$ cat config.mk
export PLATFORM = sky130hd
export DESIGN_NAME = ipxact_regbank
export DESIGN_NICKNAME = d
export VERILOG_FILES = /design/src/rtl/ipxact_regbank_pkg.sv /design/src/rtl/ipxact_regbank_cell.sv /design/src/rtl/ipxact_regbank.sv
export SDC_FILE = /design/constraint.sdc
export NUM_CORES = 1
export LEC_CHECK = 0
export BUFFER_PORTS_ARGS = -buffer_cell sky130_fd_sc_hd__buf_2
export CAP_MARGIN = 20
export CORE_AREA = 3 3 261 263
export DETAILED_ROUTE_END_ITERATION = 12
export DIE_AREA = 0 0 264 266
export SLEW_MARGIN = 20
export SYNTH_ARGS = -nofsm -noshare
export SYNTH_HDL_FRONTEND = slang
export SYNTH_SLANG_ARGS = --single-unit
$ cat constraint.sdc
create_clock -name clk -period 4.16 [get_ports clk]
set_input_delay 0 -clock clk [delete_from_list [all_inputs] [get_ports clk]]
set_output_delay 0 -clock clk [all_outputs]
set_load 0.005 [all_outputs]
$ cat src/rtl/ipxact_regbank_pkg.sv
// Shared types and write-merge helper for the parametrised register bank.
// The helper is also usable by verification models.
package ipxact_regbank_pkg;

  typedef enum logic [1:0] {
    ACC_RW  = 2'd0,
    ACC_RO  = 2'd1,
    ACC_W1C = 2'd2,
    ACC_WO  = 2'd3
  } acc_mode_e;

  typedef enum logic {
    ST_IDLE = 1'b0,
    ST_RESP = 1'b1
  } state_e;

  localparam int MAX_DW   = 64;
  localparam int MAX_STRB = MAX_DW / 8;

  // Operates at the widest supported width; callers zero-extend and truncate.
  function automatic logic [MAX_DW-1:0] apply_write(
    input logic [MAX_DW-1:0]   old_val,
    input logic [MAX_DW-1:0]   wdata,
    input logic [MAX_STRB-1:0] strb,
    input acc_mode_e           mode
  );
    logic [MAX_DW-1:0] mask;
    logic [MAX_DW-1:0] result;
    for (int b = 0; b < MAX_STRB; b++) begin
      mask[8*b +: 8] = {8{strb[b]}};
    end
    case (mode)
      ACC_RW, ACC_WO: result = (old_val & ~mask) | (wdata & mask);
      ACC_W1C:        result = old_val & ~(wdata & mask);
      default:        result = old_val;
    endcase
    return result;
  endfunction

endpackage

$ cat src/rtl/ipxact_regbank_cell.sv
// One register of the bank: access-mode update rules, reset value and
// optional exemption from reset.
module ipxact_regbank_cell
  import ipxact_regbank_pkg::*;
#(
  parameter int                    DATA_WIDTH  = 32,
  parameter acc_mode_e             MODE        = ACC_RW,
  parameter logic [DATA_WIDTH-1:0] RESET_VALUE = '0,
  parameter bit                    NO_RESET    = 1'b0
) (
  input  logic                    clk,
  input  logic                    rst,
  input  logic                    wr_en,
  input  logic [DATA_WIDTH-1:0]   wdata,
  input  logic [DATA_WIDTH/8-1:0] strb,
  input  logic [DATA_WIDTH-1:0]   hw_in,
  output logic [DATA_WIDTH-1:0]   value
);

  logic [DATA_WIDTH-1:0] value_q;
  logic [DATA_WIDTH-1:0] value_d;
  logic [DATA_WIDTH-1:0] wr_val;

  assign wr_val = DATA_WIDTH'(apply_write(MAX_DW'(value_q), MAX_DW'(wdata),
                                          MAX_STRB'(strb), MODE));

  // OR-ing hw_in after the clear lets a hardware set win over a W1C write.
  always_comb begin
    value_d = value_q;
    case (MODE)
      ACC_RO:  value_d = hw_in;
      ACC_W1C: value_d = (wr_en ? wr_val : value_q) | hw_in;
      default: if (wr_en) value_d = wr_val;
    endcase
  end

  always_ff @(posedge clk) begin
    if (rst) begin
      if (!NO_RESET) value_q <= RESET_VALUE;
    end else begin
      value_q <= value_d;
    end
  end

  assign value = value_q;

endmodule

$ cat src/rtl/ipxact_regbank.sv
// Register bank slave: single-outstanding valid/ready request/response port
// in front of NUM_REGS access-moded registers exposed as a flat image.
//
// state   | meaning
// IDLE    | ready for a request; an accepted access is performed immediately
// RESP    | response held on rsp_* until rsp_ready
module ipxact_regbank
  import ipxact_regbank_pkg::*;
#(
  parameter int                             DATA_WIDTH    = 32,
  parameter int                             NUM_REGS      = 9,
  parameter int                             ADDR_WIDTH    = 4,
  parameter logic [2*NUM_REGS-1:0]          ACCESS        = '0,
  parameter logic [NUM_REGS*DATA_WIDTH-1:0] RESET_VALUES  = '0,
  parameter logic [NUM_REGS-1:0]            NO_RESET_MASK = '0
) (
  input  logic                             clk,
  input  logic                             rst,
  input  logic                             req_valid,
  output logic                             req_ready,
  input  logic                             req_write,
  input  logic [ADDR_WIDTH-1:0]            req_addr,
  input  logic [DATA_WIDTH-1:0]            req_wdata,
  input  logic [DATA_WIDTH/8-1:0]          req_strb,
  output logic                             rsp_valid,
  input  logic                             rsp_ready,
  output logic [DATA_WIDTH-1:0]            rsp_rdata,
  output logic                             rsp_err,
  input  logic [NUM_REGS*DATA_WIDTH-1:0]   hw_in,
  output logic [NUM_REGS*DATA_WIDTH-1:0]   regs_out,
  output logic [NUM_REGS-1:0]              wr_pulse
);

  state_e                state_q, state_d;
  logic [DATA_WIDTH-1:0] rdata_q, rdata_d;
  logic                  err_q, err_d;
  logic [NUM_REGS-1:0]   wr_pulse_q, wr_pulse_d;
  logic [NUM_REGS-1:0]   wr_en;
  logic [NUM_REGS-1:0]   addr_sel;
  logic [DATA_WIDTH-1:0] reg_val [NUM_REGS];
  logic [DATA_WIDTH-1:0] sel_val;
  acc_mode_e             sel_mode;
  logic                  accept;
  logic                  addr_hit;

  assign accept   = req_valid && (state_q == ST_IDLE);
  assign addr_hit = int'(req_addr) < NUM_REGS;

  always_comb begin
    addr_sel = '0;
    sel_val  = '0;
    sel_mode = ACC_RW;
    for (int i = 0; i < NUM_REGS; i++) begin
      if (int'(req_addr) == i) begin
        addr_sel[i] = 1'b1;
        sel_val     = reg_val[i];
        sel_mode    = acc_mode_e'(ACCESS[2*i +: 2]);
      end
    end
  end

  // Response fields are captured at acceptance and held through RESP.
  always_comb begin
    rdata_d    = rdata_q;
    err_d      = err_q;
    wr_en      = '0;
    wr_pulse_d = '0;
    if (accept) begin
      rdata_d = '0;
      err_d   = 1'b0;
      if (!addr_hit) begin
        err_d = 1'b1;
      end else if (req_write) begin
        if (sel_mode == ACC_RO) err_d = 1'b1;
        else                    wr_en = addr_sel;
      end else if (sel_mode != ACC_WO) begin
        rdata_d = sel_val;
      end
      wr_pulse_d = wr_en;
    end
  end

  always_ff @(posedge clk) begin
    if (rst) begin
      state_q    <= ST_IDLE;
      rdata_q    <= '0;
      err_q      <= 1'b0;
      wr_pulse_q <= '0;
    end else begin
      state_q    <= state_d;
      rdata_q    <= rdata_d;
      err_q      <= err_d;
      wr_pulse_q <= wr_pulse_d;
    end
  end

  always_comb begin
    state_d = state_q;
    case (state_q)
      ST_IDLE: if (req_valid) state_d = ST_RESP;
      ST_RESP: if (rsp_ready) state_d = ST_IDLE;
      default: state_d = ST_IDLE;
    endcase
  end

  always_comb begin
    req_ready = (state_q == ST_IDLE);
    rsp_valid = (state_q == ST_RESP);
  end

  assign rsp_rdata = rdata_q;
  assign rsp_err   = err_q;
  assign wr_pulse  = wr_pulse_q;

  for (genvar g = 0; g < NUM_REGS; g++) begin : g_reg
    ipxact_regbank_cell #(
      .DATA_WIDTH  (DATA_WIDTH),
      .MODE        (acc_mode_e'(ACCESS[2*g +: 2])),
      .RESET_VALUE (RESET_VALUES[g*DATA_WIDTH +: DATA_WIDTH]),
      .NO_RESET    (NO_RESET_MASK[g])
    ) u_cell (
      .clk   (clk),
      .rst   (rst),
      .wr_en (wr_en[g]),
      .wdata (req_wdata),
      .strb  (req_strb),
      .hw_in (hw_in[g*DATA_WIDTH +: DATA_WIDTH]),
      .value (reg_val[g])
    );
    assign regs_out[g*DATA_WIDTH +: DATA_WIDTH] = reg_val[g];
  end

endmodule
==> results of run 1 <==
-- routing by layer --
layer | part of all wire | routed length, um | vias up | track usage
met5 | 0.00061 | 45 | - | 0
met4 | 0.025 | 1884 | 6 | 0.05498
met3 | 0.10 | 7520 | 120 | 0.06215
met2 | 0.41 | 30480 | 758 | 0.2932
met1 | 0.46 | 33980 | 7265 | 0.2860
li1 | - | - | 6788 | -
-- stage by stage --
step / utilization / power (mW) / setup slack (ns)
after floorplan: - / 3.559 / 2.655
after global placement: 0.2655 / 3.768 / 1.505
after detailed placement: 0.2655 / 3.767 / 1.495
after CTS: 0.2902 / 7.280 / 1.640
after global routing: 0.2902 / 7.444 / 1.449
final: 0.2903 / 7.200 / 1.674
-- path summary, 6_finish.rpt --
check / from / to / slack [ns] / cells after the start
worst max-delay path: rsp_valid$_SDFF_PP0_ / register / 1.67 / 4
worst min-delay path: req_strb[2] / register / 0.04 / 4
worst max register to register: rsp_valid$_SDFF_PP0_ / register / 1.67 / 4
worst min register to register: register / register / 0.47 / 2
-- power by group through the flow --
stage                     Combinational, mW  Sequential [mW]  Clock, mW
after floorplan                       0.295             3.26          0
after global placement                0.501             3.27          0
after detailed placement              0.501             3.27          0
after CTS                             0.529             3.20       3.55
after global routing                  0.560             3.20       3.69
final                                 0.529             3.20       3.47
-- kinds of logic (layout without fill, tap and decap cells) --
logic type,Yosys count,after routing
AOI/OAI and AO/OA,403,403
muxes,188,188
DFF,331,331
and+or+nand+nor,627,627
buffers and inverters,179,529
other,0,1
-- area by class of cell --
class | count | share of cell area
Inverter | 6 | 0.001178
Clock inverter | 17 | 0.007199
Tap cell | 864 | 0.05654
Antenna cell | 1 | 0.0001309
Clock buffer | 55 | 0.05955
Multi-Input combinational cell | 1218 | 0.3940
Sequential cell | 331 | 0.3466
Timing Repair Buffer | 451 | 0.1348
-- Yosys cell counts (23+ instances only) --
cell type and n:
a21oi_1 229, a22oi_1 55, buf_2 72, clkbuf_1 83, dfxtp_1 331, mux2_2 38, mux2i_1 144, nand2_1 283
nand3_1 161, nor2_1 107, o21ai_0 29, o221a_2 23
-- critical path: cells and delay by family, from the launching register on --
family / cells / cell delay (ns)
flops: 1 / 0.44
mux: 1 / 0.33
simple gates: 3 / 1.56
-- what timing repair did --
| item | in CTS | in global routing |
|---|---|---|
| setup buffers | 0 | 0 |
| hold endpoints to repair | 291 | 0 |
| hold buffers | 35 | 0 |
| setup endpoints to repair | 0 | 0 |
==> out/metrics.yaml, run 1 <==
seq_area_mm2: 0.006626
rsz0062_at_grt: "false"
seqPwrFrac: 0.444
crit_arrival_ns: 2.89
vias: 14940
yosys.area.top_type: "dfxtp_1"
cts-root-buf: "clkbuf_16"
multi_input_area_mm2: 0.007533
cts_max_level: 2
tns_ns: 0
finalHoldViolCount: 0
worstPathMaxFanout: 35
ios: 665
yosys.area_share.adder: 0
placed_cell_area_mm2: 0.01749
final_nets: 2382
slew_headroom: 0.2810
remaining_drc_errors: 0
gp_congestion: 0.8313
synthFlopType: "dfxtp_1"
syn2layout_area_growth_pct: 27.99
dieArea_mm2: 0.07022
fmax_mhz: 402.2
ys_types: 51
grt_max_degree: 185
drv_cap: 0
p_comb_frac: 0.074
stdcell_area_mm2: 0.01912
muxShareOfSynthArea: 0.1342
slowest_stage: "and4b_2"
grt_pass1_wl_mm: 104.7
fin_crit_sh: 0.5976
core_mm2: 0.06586
synth_edf_count: 0
cpPeakStageDelay_ns: 0.90
cp.required_ns: 4.57
ant_nets: 0
setup_viol: 0
status: "complete, no violations"
startpoint_type: "register"
worst_setup_path_end_kind: "register"
die_x_um: 264
synth_xor_area_frac: 0
p_per_area_mw_per_mm2: 376.6
switchingPower_mw: 1.879
clkTransAtPathRegs_ns: 0.06
synth.area.top_cells: "dfxtp_1, mux2i_1, a21oi_1"
period_minus_slack_ns: 2.486
routedWlPerCell_um: 25.11
p_sw_frac: 0.2610
clk-insertion-delay-late_ns: 0.56
drt_iter0_drc: 1442
cts_buffers: 41
cts_repair_resize_count: 0
yosys.area_share.simple: 0.1979
tightest_slew_ns: 1.079
ys_warn_count: 0
netlist_instances: 1728
place_hpwl_mm: 51.89
wirelength_mm: 73.91
synth-async-reset-ratio: 0
syn_area_mm2: 0.01494
hp-class: "input port to register"
fin_skew_ns: 0.01746
yosysSeqAreaShare: 0.4436
antenna_found_initial: 6
power_report.internal_total_mw: 5.321
fillerInstances: 7126
portBuffers: 376
holdWs_ns: 0.04379
ys_ff_latch: 331
synth_top_family_by_area: "simple AND/OR/NAND/NOR gates"
path_cells: "and4b_2, nand3_2, mux2i_1, nor2_1"
mostFrequentLayoutCell: "buf_2"
clock_path_buffers: 3
synth_nets: 2061
layout-drive-gt1-share: 0.2772
avgViaCountPerCell: 5.075
initial_core_util: 0.2268
report.final.slew_viol_count: 0
drt_pass1_iterations: 6
dp_cells: 2835
first_global_vias: 14160
leakage_nw: 8.189
final_cells: 2943
synthDominantCellAreaShare: 0.4436
grt_usage: 0.2012
synth_compound_area_frac: 0.1688
ir_worst_vdd_uv: 255.0
synth_area_per_cell_um2: 8.644
cts_tree: "done"
path_class: "register to register"
rows: 94
clock_power_share: 0.482
die_y_um: 266
grt-ovfl-total: 0
layout_common_cells: "buf_2, dfxtp_1, nand2_1"
cts.sinks: 331
(Power assumes the default switching activity.)
==> inputs of run 2 (changes only) <==
CORE_AREA = 3 3 255 257   (was 3 3 261 263)
DIE_AREA = 0 0 258 260   (was 0 0 264 266)
clock period = 2.1 ns   (was 4.16 ns; I/O delays follow)
==> run 2 against run 1 <==
Clock skew is 0.012 ns higher. Sequential share of layout area decreased by 1.3 points. Routed wire length fell by 6.3%. Utilization is 2.5 points higher. First-iteration DRC count decreased by 6.8%. Fmax rose by 24%. Design area up 4.0%. Global-route usage shrank 0.37 points. Highest routed layer is now met4. Via count up 0.20%. Die area fell by 4.5%. Final cell count increased by 1.8%.
==> out/metrics.yaml, run 2 (synthesis gave the netlist of run 1 again) <==
status: "complete, no violations"
cts_buffers: 40
ant_nets: 0
report.final.slew_viol_count: 0
stdcell_area_mm2: 0.01988
syn2layout_area_growth_pct: 33.09
hold_depth: 4
cts_max_level: 2
hp-start: "req_strb[1]"
mostFrequentLayoutCell: "buf_2"
period_minus_slack_ns: 1.998
layout_common_cells: "buf_2, dfxtp_1, nand2_1"
fin_skew_ns: 0.02967
final_nets: 2454
slew_headroom: 0.5055
grt_max_degree: 143
clk-insertion-delay-late_ns: 0.56
place_hpwl_mm: 50.57
cp.required_ns: 2.52
fmax_mhz: 500.5
seq_area_mm2: 0.006626
startpoint_type: "register"
drt_iter0_drc: 1344
fin_util: 0.3157
clock_power_share: 0.477
first_global_vias: 14040
multi_input_area_mm2: 0.007589
power_report.internal_total_mw: 10.71
cts_tree: "done"
ir_worst_vdd_uv: 668.0
tightest_slew_ns: 0.7418
grt-ovfl-total: 0
worst_setup_path_end_kind: "register"
routedWlPerCell_um: 23.12
holdWs_ns: 0.003769
vias: 14970
avgViaCountPerCell: 4.996
initial_core_util: 0.2372
path_class: "register to register"
cts.sinks: 331
placed_cell_area_mm2: 0.01813
worstRegToRegCells: 5
p_comb_frac: 0.080
setup_viol: 0
rsz0062_at_grt: "false"
core_mm2: 0.06297
grt_pass1_wl_mm: 98.78
fin_crit_sh: 0.9514
die_y_um: 260
portBuffers: 376
fillerInstances: 6659
p_sw_frac: 0.2508
drv_cap: 0
clock_path_buffers: 3
crit_arrival_ns: 2.41
timing.rr.start: "rsp_valid$_SDFF_PP0_"
layout-drive-gt1-share: 0.2984
reg2reg_slack_ns: 0.10
gp_congestion: 0.8392
die_x_um: 258
clkTransAtPathRegs_ns: 0.06
switchingPower_mw: 3.586
drt_pass1_iterations: 5
rows: 92
grt_usage: 0.1975
worstPathMaxFanout: 8
finalHoldViolCount: 0
dieArea_mm2: 0.06708
ios: 665
p_per_area_mw_per_mm2: 719.3
wirelength_mm: 69.28
cts-root-buf: "clkbuf_16"
remaining_drc_errors: 0
seqPwrFrac: 0.443
hp-class: "input port to register"
power.total_mw: 14.30
leakage_nw: 8.603
antenna_found_initial: 2
## run 2: cell types whose count changed in the layout (fill, tap and decap cells not counted), moves of 3 or more
cell and delta:
nand3_4 +6, clkbuf_8 +3, and4b_4 +3, nand3_2 -6, clkinv_2 -5, and4b_2 -3, clkbuf_1 +3, buf_4 +56
buf_12 +14, dlygate4sd3_1 +3
## run 2: per-layer routing
layer	GRT usage	vias to the layer above	routed length [um]
met1	0.2803	7244	31570
li1	-	6902	-
met4	0.05042	0	1609
met3	0.05151	102	6560
met2	0.2962	719	29540
met5	0	-	0
## run 2: worst max path at each step
| stage | start | end | slack [ns] | cells past startpoint |
|---|---|---|---|---|
| after floorplan | rsp_valid$_SDFF_PP0_ | rsp_rdata[24]$_SDFFE_PP0P_ | 0.59 | 5 |
| after global placement | req_addr[2] | register | -0.13 | 5 |
| after detailed placement | req_addr[2] | register | -0.15 | 5 |
| after CTS | rsp_valid$_SDFF_PP0_ | register | -0.006 | 5 |
| after global routing | rsp_valid$_SDFF_PP0_ | rsp_rdata[6]$_SDFFE_PP0P_ | 0.006 | 6 |
| final | rsp_valid$_SDFF_PP0_ | register | 0.10 | 5 |
## run 2: metrics by stage
| step | TNS (ns) | setup slack [ns] | instances |
|---|---|---|---|
| 6_report | 0 | 0.1021 | 2996 |
| 3_3_place_gp | -2.510 | -0.1267 | 2882 |
| 3_5_place_dp | -2.264 | -0.1504 | 2882 |
| 4_1_cts | -0.005705 | -0.005689 | 2987 |
| 5_1_grt | 0 | 0.005792 | 2994 |
| 2_1_floorplan | 0 | 0.5949 | 1728 |
## run 2: timing repair
| item | in CTS | in global routing |
|---|---|---|
| buffers inserted | 0 | 5 |
| hold buffers | 36 | 2 |
| endpoints found under the hold margin | 295 | 5 |
| setup endpoints to repair | 16 | 49 |
| resized for setup | 1 | 9 |
| pin swaps | 0 | 0 |
## run 2: final cells by class
cell class,count,area share
Clock buffer,61,0.05992
Clock inverter,8,0.004028
Tap cell,846,0.05325
Sequential cell,331,0.3333
Multi-Input combinational cell,1218,0.3817
Antenna cell,2,0.0002518
Timing Repair Buffer,524,0.1664
Inverter,6,0.001133
## run 2: worst max-delay path, cell delays in order (launching register included)
cell     delay, ns
dfxtp_1       0.44
buf_4         0.21
and3b_1       0.48
nand3_2       0.39
mux2i_1       0.26
nor2_1        0.07
## run 2: power groups by stage
stage | Sequential (mW) | Combinational (mW) | Clock, mW
4_1_cts | 6.33 | 1.11 | 6.93
6_report | 6.33 | 1.14 | 6.82
3_5_place_dp | 6.47 | 1.06 | 0
5_1_grt | 6.33 | 1.20 | 7.16
2_1_floorplan | 6.47 | 0.584 | 0
3_3_place_gp | 6.47 | 1.06 | 0
==> inputs of run 3 (changes only) <==
--- a/config.mk
+++ b/config.mk
@@ -11,4 +11,5 @@
 export DETAILED_ROUTE_END_ITERATION = 12
 export DIE_AREA = 0 0 258 260
+export SETUP_SLACK_MARGIN = 0.02
 export SLEW_MARGIN = 20
 export SYNTH_ARGS = -nofsm -noshare
==> constraint.sdc (replaced) <==
create_clock -name clk -period 2.1 [get_ports clk]
set_input_delay 0.42 -clock clk [delete_from_list [all_inputs] [get_ports clk]]
set_output_delay 0.42 -clock clk [all_outputs]
set_load 0.005 [all_outputs]
==> run 3 against run 2 <==
Non-clock buffer count increased by 14. Sequential share of layout area is 0.32 points lower. Global-route usage hardly changed. Sequential power about the same. First-iteration DRC count rose by 15%. Critical path depth down 1. Clock power is 0.6% higher. Power grew 0.23%. Utilization grew 0.31 points. Routed wire length grew 0.47%.
==> out/metrics.yaml, run 3 (synthesis gave the netlist of run 1 again) <==
power_report.internal_total_mw: 10.66
cts-root-buf: "clkbuf_16"
setup_viol: 0
clock_path_buffers: 3
die_y_um: 260
ios: 665
drt_pass1_iterations: 6
syn2layout_area_growth_pct: 34.39
remaining_drc_errors: 0
final_nets: 2467
fin_util: 0.3188
wirelength_mm: 69.61
layout_common_cells: "buf_2, dfxtp_1, nand2_1"
grt_max_degree: 151
avgViaCountPerCell: 4.983
clk-insertion-delay-late_ns: 0.56
fmax_mhz: 532.8
tightest_slew_ns: 0.8250
cts_max_level: 2
switchingPower_mw: 3.669
core_mm2: 0.06297
rows: 92
report.final.slew_viol_count: 0
first_global_vias: 13850
path_class: "register to register"
initial_core_util: 0.2372
grt_usage: 0.1975
cts_buffers: 39
clkTransAtPathRegs_ns: 0.06
clock_power_share: 0.479
gp_congestion: 0.8764
drv_cap: 0
p_per_area_mw_per_mm2: 713.9
dieArea_mm2: 0.06708
startpoint_type: "register"
grt-ovfl-total: 0
vias: 15010
status: "complete, no violations"
die_x_um: 258
hp-class: "input port to register"
slew_headroom: 0.4500
rsz0062_at_grt: "false"
finalHoldViolCount: 0
p_comb_frac: 0.079
crit_arrival_ns: 2.29
dp_cells: 2939
final_cells: 3011
period_minus_slack_ns: 1.877
drt_iter0_drc: 1540
place_hpwl_mm: 51.46
fin_skew_ns: 0.02270
worstPathMaxFanout: 14
routedWlPerCell_um: 23.12
stdcell_area_mm2: 0.02007
p_sw_frac: 0.2560
cts_tree: "done"
antenna_found_initial: 2
cts.sinks: 331
leakage_nw: 8.783
fin_crit_sh: 0.8937
placed_cell_area_mm2: 0.01880
reg2reg_slack_ns: 0.22
portBuffers: 376
mostFrequentLayoutCell: "buf_2"
layout-drive-gt1-share: 0.3222
grt_pass1_wl_mm: 98.28
ctsHoldBuffers: 0
ant_nets: 0
seqPwrFrac: 0.442
worst_setup_path_end_kind: "register"
ir_worst_vdd_uv: 497.0
holdWs_ns: 0.08548
cp.required_ns: 2.51
[run 3: cell count changes in the layout (fill, tap and decap cells not counted), sizes merged]
cell         before  now
buf             486  538
bufinv            1    2
clkbuf           61   54
clkinv            5   10
dlygate4sd3      38    0
inv               8   10
[run 3: power groups by stage]
stage,logic (mW),registers (mW),clock network [mW]
global route,1.20,6.33,7.22
CTS,1.13,6.33,6.96
floorplan,0.584,6.47,0
detailed placement,1.13,6.47,0
finish,1.14,6.33,6.86
global placement,1.13,6.47,0
[run 3: layer usage]
metal | track usage | share of wire | vias up
met5 | 0 | 0 | -
met2 | 0.2919 | 0.42 | 815
met1 | 0.2762 | 0.44 | 7155
met3 | 0.06193 | 0.12 | 104
li1 | - | - | 6931
met4 | 0.05277 | 0.026 | 0
[run 3: worst max-delay path, cell delays in order, from the launching register on]
cell	delay, ns
dfxtp_1	0.46
and4b_4	0.60
nand3_2	0.35
mux2i_1	0.25
nor2_1	0.05
[run 3: area by class of cell]
cell class / instances / area, um^2
Antenna cell: 2 / 5.005
Clock buffer: 54 / 1112
Clock inverter: 16 / 155.1
Fill cell: 6712 / 42890
Inverter: 6 / 22.52
Multi-Input combinational cell: 1218 / 7538
Sequential cell: 331 / 6626
Tap cell: 846 / 1059
Timing Repair Buffer: 538 / 3555
[run 3: worst paths after layout]
path	from	end	depth (start not counted)
setup / recovery	rsp_valid$_SDFF_PP0_	register	4
hold reg to reg	rsp_err$_SDFFE_PP0P_	rsp_err$_SDFFE_PP0P_	2
hold / removal	rst	rsp_rdata[6]$_SDFFE_PP0P_	2
setup reg to reg	rsp_valid$_SDFF_PP0_	register	4
[run 3: repair_timing]
action                                  in CTS  in global routing
setup buffers                                0                  0
resized for setup                            0                  2
endpoints found under the hold margin        0                  0
endpoints found under the setup margin       0                  9
[run 3: per-stage QoR]
step                      total power, mW  setup WS [ns]  setup TNS [ns]
after floorplan                     7.050         0.3135               0
after global placement              7.597        -0.1173          -1.422
after detailed placement            7.600        -0.1435          -1.331
after CTS                           14.43         0.1146               0
after global routing                14.75        0.05785               0
final                               14.33         0.2232               0
